<file path="src/rtl/uart_pkg.sv">
// Shared UART definitions: FSM state encoding, frame geometry and parity helper.
// Imported by both the transmitter and the receive controller.
package uart_pkg;

  localparam int unsigned CLKS_PER_BIT_DEFAULT = 5208;
  localparam int unsigned DATA_BITS            = 8;
  localparam int unsigned IDX_W                = $clog2(DATA_BITS);

  typedef enum logic [2:0] {
    IDLE   = 3'd0,
    START  = 3'd1,
    DATA   = 3'd2,
    PARITY = 3'd3,
    STOP   = 3'd4
  } state_t;

  // Parity bit that makes the total count of ones even (odd=0) or odd (odd=1).
  function automatic logic parity_bit(input logic [DATA_BITS-1:0] data, input logic odd);
    return (^data) ^ odd;
  endfunction

endpackage

</file>
<file path="src/rtl/uart_baud_counter.sv">
// Bit-period counter: counts 0..CLKS_PER_BIT-1 while enabled and flags the last
// cycle of each bit. Shared by the transmitter and receiver.
module uart_baud_counter #(
  parameter int unsigned CLKS_PER_BIT = uart_pkg::CLKS_PER_BIT_DEFAULT,
  localparam int unsigned CNT_W       = $clog2(CLKS_PER_BIT)
) (
  input  logic             clk,
  input  logic             rst_n,
  input  logic             clear,
  input  logic             enable,
  output logic [CNT_W-1:0] count,
  output logic             bit_end
);

  assign bit_end = enable && (count == CNT_W'(CLKS_PER_BIT - 1));

  always_ff @(posedge clk or negedge rst_n) begin
    if (!rst_n) begin
      count <= '0;
    end else if (clear) begin
      count <= '0;
    end else if (enable) begin
      count <= bit_end ? '0 : count + CNT_W'(1);
    end
  end

endmodule

</file>
<file path="src/rtl/uart_tx.sv">
// UART transmitter: valid/ready byte intake, CTS-gated frame start, 8 data bits
// LSB first with optional parity and 1 or 2 stop bits on a registered TXD line.
module uart_tx
  import uart_pkg::*;
#(
  parameter int unsigned CLKS_PER_BIT = CLKS_PER_BIT_DEFAULT,
  parameter bit          PARITY_EN    = 1'b0,
  parameter bit          PARITY_ODD   = 1'b0,
  parameter int unsigned STOP_BITS    = 1
) (
  input  logic       CLOCK_50,
  input  logic       RESET_N,
  input  logic [7:0] TX_DATA,
  input  logic       TX_VALID,
  output logic       TX_READY,
  output logic       TX_BUSY,
  output logic       TX_DONE,
  input  logic       UART_CTS_N,
  output logic       UART_TXD
);

  localparam int unsigned CNT_W     = $clog2(CLKS_PER_BIT);
  localparam logic        LAST_STOP = (STOP_BITS > 1);

  state_t                 state_q, state_d;
  logic [IDX_W-1:0]       idx_q, idx_d;
  logic [DATA_BITS-1:0]   shift_q, shift_d;
  logic                   parity_q, parity_d;
  logic                   stop_q, stop_d;
  logic                   txd_q, txd_d;
  logic                   cts_s1_q, cts_s2_q;
  logic                   busy_q, done_q;
  logic                   cnt_clear, cnt_en, bit_end;
  logic [CNT_W-1:0]       count;
  logic                   accept;

  uart_baud_counter #(.CLKS_PER_BIT(CLKS_PER_BIT)) u_baud (
    .clk     (CLOCK_50),
    .rst_n   (RESET_N),
    .clear   (cnt_clear),
    .enable  (cnt_en),
    .count   (count),
    .bit_end (bit_end)
  );

  // CTS synchroniser resets to "peer not ready" so nothing starts before it settles.
  always_ff @(posedge CLOCK_50 or negedge RESET_N) begin
    if (!RESET_N) begin
      cts_s1_q <= 1'b1;
      cts_s2_q <= 1'b1;
    end else begin
      cts_s1_q <= UART_CTS_N;
      cts_s2_q <= cts_s1_q;
    end
  end

  assign TX_READY = (state_q == IDLE) && !cts_s2_q;
  assign accept   = TX_VALID && TX_READY;
  assign TX_BUSY  = busy_q;
  assign TX_DONE  = done_q;
  assign UART_TXD = txd_q;

  always_ff @(posedge CLOCK_50 or negedge RESET_N) begin
    if (!RESET_N) begin
      state_q  <= IDLE;
      idx_q    <= '0;
      shift_q  <= '0;
      parity_q <= 1'b0;
      stop_q   <= 1'b0;
      txd_q    <= 1'b1;
      busy_q   <= 1'b0;
      done_q   <= 1'b0;
    end else begin
      state_q  <= state_d;
      idx_q    <= idx_d;
      shift_q  <= shift_d;
      parity_q <= parity_d;
      stop_q   <= stop_d;
      txd_q    <= txd_d;
      busy_q   <= (state_d != IDLE);
      // Raised one cycle early so the registered pulse lands on the final stop cycle.
      done_q   <= (state_q == STOP) && (stop_q == LAST_STOP) &&
                  (count == CNT_W'(CLKS_PER_BIT - 2));
    end
  end

  // txd_d is the line value for the state being entered, keeping TXD aligned with state.
  always_comb begin
    state_d   = state_q;
    idx_d     = idx_q;
    shift_d   = shift_q;
    parity_d  = parity_q;
    stop_d    = stop_q;
    txd_d     = txd_q;
    cnt_clear = 1'b0;
    cnt_en    = 1'b0;

    case (state_q)
      IDLE: begin
        cnt_clear = 1'b1;
        txd_d     = 1'b1;
        if (accept) begin
          state_d  = START;
          shift_d  = TX_DATA;
          parity_d = parity_bit(TX_DATA, PARITY_ODD);
          idx_d    = '0;
          stop_d   = 1'b0;
          txd_d    = 1'b0;
        end
      end
      START: begin
        cnt_en = 1'b1;
        if (bit_end) begin
          state_d = DATA;
          txd_d   = shift_q[0];
          shift_d = {1'b0, shift_q[DATA_BITS-1:1]};
        end
      end
      DATA: begin
        cnt_en = 1'b1;
        if (bit_end) begin
          if (idx_q == IDX_W'(DATA_BITS - 1)) begin
            if (PARITY_EN) begin
              state_d = PARITY;
              txd_d   = parity_q;
            end else begin
              state_d = STOP;
              txd_d   = 1'b1;
            end
          end else begin
            idx_d   = idx_q + IDX_W'(1);
            txd_d   = shift_q[0];
            shift_d = {1'b0, shift_q[DATA_BITS-1:1]};
          end
        end
      end
      PARITY: begin
        cnt_en = 1'b1;
        if (bit_end) begin
          state_d = STOP;
          txd_d   = 1'b1;
        end
      end
      STOP: begin
        cnt_en = 1'b1;
        txd_d  = 1'b1;
        if (bit_end) begin
          if (stop_q == LAST_STOP) begin
            state_d = IDLE;
          end else begin
            stop_d = 1'b1;
          end
        end
      end
      default: begin
        state_d   = IDLE;
        txd_d     = 1'b1;
        cnt_clear = 1'b1;
      end
    endcase
  end

endmodule

</file>
<file path="config.mk">
export PLATFORM = sky130hd
export DESIGN_NAME = uart_tx
export DESIGN_NICKNAME = d
export VERILOG_FILES = /design/src/rtl/uart_pkg.sv /design/src/rtl/uart_baud_counter.sv /design/src/rtl/uart_tx.sv
export SDC_FILE = /design/constraint.sdc
export NUM_CORES = 1
export LEC_CHECK = 0
export CAP_MARGIN = 10
export CORE_ASPECT_RATIO = 1.75
export CORE_UTILIZATION = 33
export CTS_CLUSTER_DIAMETER = 50
export CTS_CLUSTER_SIZE = 30
export DETAILED_ROUTE_END_ITERATION = 10
export SETUP_SLACK_MARGIN = 0.2
export SYNTH_ARGS = -nofsm -noshare
export SYNTH_HDL_FRONTEND = slang
export SYNTH_HIERARCHICAL = 1
export SYNTH_SLANG_ARGS = --single-unit
</file>
<file path="constraint.sdc">
create_clock -name CLOCK_50 -period 3.7 [get_ports CLOCK_50]
set_input_delay 0.74 -clock CLOCK_50 [delete_from_list [all_inputs] [get_ports CLOCK_50]]
set_output_delay 0.74 -clock CLOCK_50 [all_outputs]
set_load 0.02 [all_outputs]
</file>
==> impl_metrics.env <==
export IMPL_postCtsSetupRepairBufs=0
export IMPL_antenna_found_initial=0
export IMPL_hp_class="flop to flop"
export IMPL_rrSetupSlack_ns=0.93
export IMPL_synth_cell_types=52
export IMPL_synth_avg_cell_area_sq_um=10.57
export IMPL_violations="design-rule violations"
export IMPL_fin_crit_ns=2.772
export IMPL_clk_pin_slew_ns=0.07
export IMPL_dp_hpwl_microns=2528
export IMPL_post_drt_wl_per_cell_microns=14.46
export IMPL_synth_warnings=6
export IMPL_yosys_most_used_dff="dfrtp_1"
export IMPL_synthCells=166
export IMPL_clk_path_buf_depth=2
export IMPL_post_cts_resized=0
export IMPL_cp_start_kind="flop"
export IMPL_finalSetupViolCount=0
export IMPL_cp_required_ns=3.87
export IMPL_crit_type="flop to flop"
export IMPL_ios=16
export IMPL_grt_util_all_layers_pct=13.53
export IMPL_ant_nets=0
export IMPL_cts_tree="yes"
export IMPL_ff2ff_path_depth=7
export IMPL_critPathCaptureType="flop"
export IMPL_grt_pass1_wl_microns=5906
export IMPL_dp_slack_ns=0.9364
export IMPL_crit_fanout=15
export IMPL_max_cap_violations=0
export IMPL_syn_num_nets=181
export IMPL_mostFrequentLayoutCells="dfrtp_1, nor2_1, nand2_1, mux2_2, clkdlybuf4s50_1"
export IMPL_insertion_delay_ns=0.28
export IMPL_final_cells=238
export IMPL_synth_edf_count=0
export IMPL_worstPathCellList="nor2_1, xnor2_1, and4_1, and2b_1, nor2_1, nor3_4, mux2_2"
export IMPL_core_region_area_sq_mm=0.005062
export IMPL_fillers=515
export IMPL_io_buffers=15
export IMPL_die_y_microns=98.49
export IMPL_total_power_uw=751.9
export IMPL_gp_routability_congestion=0.8060
export IMPL_cpMaxStageDelayCell="dfrtp_1"
export IMPL_vias_per_cell=5.399
export IMPL_holdPathStages=0
export IMPL_p_leak_nw=0.8721
export IMPL_clock_skew_ns=0.003685
export IMPL_fmax_ghz=0.3607
export IMPL_grt_max_degree=33
export IMPL_finalHoldViolations=0
export IMPL_dp_cells=230
export IMPL_antenna_cells=0
export IMPL_p_per_area_mw_per_mm2=361.8
export IMPL_syn_to_final_growth_pct=18.39
export IMPL_nets=198
export IMPL_ys_top_cells_by_area="dfrtp_1, mux2_2, dfstp_2, nand2_1, nor2_1"
export IMPL_vdd_drop_max_mv=0.1760
export IMPL_drt_first_pass_iters=7
export IMPL_fin_tns_setup_ns=0
export IMPL_status="complete, but fails checks"
export IMPL_routed_wl_microns=3442
export IMPL_worst_pin_slew_ns=0.5013
export IMPL_slew_headroom_pct=66.58
export IMPL_htreeDepth=2
export IMPL_yosys_area_top_type_share_pct=41.34
export IMPL_whs_endpoint="cts_s2_q"
export IMPL_setup_ws_ns=0.9278
export IMPL_die_area_sq_mm=0.005627
export IMPL_rsz0062_at_grt="false"
export IMPL_worstReg2RegStart="state_q[1]"
export IMPL_final_common_cell="dfrtp_1"
export IMPL_r2r_end="shift_q[5]"
export IMPL_syn_cell_area_sq_mm=0.001755
export IMPL_dr_first_iter_drc_count=25
export IMPL_yosysTopAreaCell="dfrtp_1"
export IMPL_crit_arrival_ns=2.94
export IMPL_ys_seq_area_share_pct=45.83
export IMPL_slowest_delay_ns=0.61
export IMPL_cts_num_sinks=32
export IMPL_initial_core_util_pct=34.68
export IMPL_grt_pass1_vias=1288
export IMPL_num_vias=1285
export IMPL_die_x_microns=57.14
export IMPL_async_reset_ff_share_pct=100.0
export IMPL_cts_hold_buffers=0
export IMPL_overflow=0
export IMPL_cts_made_buffers=5
export IMPL_cp_common_cell="nor2_1"
export IMPL_min_from="cts_s1_q"
export IMPL_cts_root_buf="clkbuf_8"
export IMPL_drcViolationCount=2
export IMPL_layout_drive_gt1_share_pct=20.11
export IMPL_ys_ff_latch=32
export IMPL_finalCritPeriodShare_pct=74.92
export IMPL_slew_viol_final=0
export IMPL_placementRows=34
==> stage by stage <==
stage	area (sq um)	hold WS (ns)	util [%]
2_1_floorplan	1755	0.3452	-
3_3_place_gp	1952	0.3465	38.56
3_5_place_dp	1952	0.3551	38.56
4_1_cts	2078	0.3655	41.05
5_1_grt	2078	0.3709	41.05
6_report	2078	0.3628	41.05
==> critical path, delay by kind of cell (launching register included) <==
kind / cells / cell delay, ns
simple gates: 5 / 1.24
mux: 1 / 0.39
flops: 1 / 0.61
xor+xnor: 1 / 0.43
==> Yosys cell counts (all sizes together), types with 2 or more instances <==
master / count
dfrtp: 29
mux2: 15
or4: 2
a21oi: 5
inv: 5
o21ai: 5
a31oi: 3
nand2: 15
xor2: 4
nand2b: 4
nor4b: 3
o311ai: 2
nor3: 4
a22o: 2
a2bb2oi: 2
ha: 3
xnor2: 5
buf: 6
nor4: 2
nor2: 16
dfstp: 3
nand3: 8
or2: 2
nor2b: 2
nand4: 2
==> state kept, by name (all words and copies together), names as in the netlist <==
signal,flops
TX_DONE,1
idx_q,3
cts_s2_q,1
TX_BUSY,1
u_baud/count,13
cts_s1_q,1
shift_q,8
state_q,3
UART_TXD,1
==> layout make-up <==
class	instances	area [sq um]	share of cell area, %
well taps	54	67.56	3.251
inverters	5	18.77	0.9031
clock inverters	1	30.03	1.445
multi-input cells	123	903.4	43.47
repair buffers	16	157.7	7.586
clock buffers	7	96.34	4.636
flip-flops and latches	32	804.5	38.71
==> power by group <==
| part | switching, mW | internal [mW] |
|---|---|---|
| clock network | 0.127 | 0.238 |
| logic | 0.0108 | 0.0175 |
| registers | 0.00296 | 0.356 |
| total | 0.140 | 0.611 |
==> routing by layer <==
layer  global-route usage, %  vias up  part of all wire, %
li1                        -      634                    -
met1                   14.18      631                   39
met2                   25.16       14                   56
met3                   3.018        6                  3.1
met4                   5.629        0                  1.9
met5                       0        -                    0
==> how the worst max path moves through the flow <==
stage	from	depth (start not counted)	slack, ns	endpoint
floorplan	state_q[1]	8	1.27	shift_q[0]
global placement	state_q[1]	7	1.00	shift_q[4]
detailed placement	state_q[1]	7	0.94	shift_q[3]
CTS	state_q[1]	7	0.89	shift_q[3]
global route	state_q[1]	7	0.69	shift_q[4]
finish	state_q[1]	7	0.93	shift_q[5]
==> cell families after synthesis <==
logic type | after synthesis | share of synthesized area, %
flip-flops | 32 | 45.83
AO/OA/AOI/OAI | 27 | 12.19
multiplexers | 15 | 9.622
buffers and inverters | 11 | 2.708
XOR/XNOR | 9 | 4.490
adder cells (fa/ha/maj) | 3 | 2.139
AND/OR/NAND/NOR | 69 | 23.02
No activity file was read; power rests on OpenSTA's default activity.
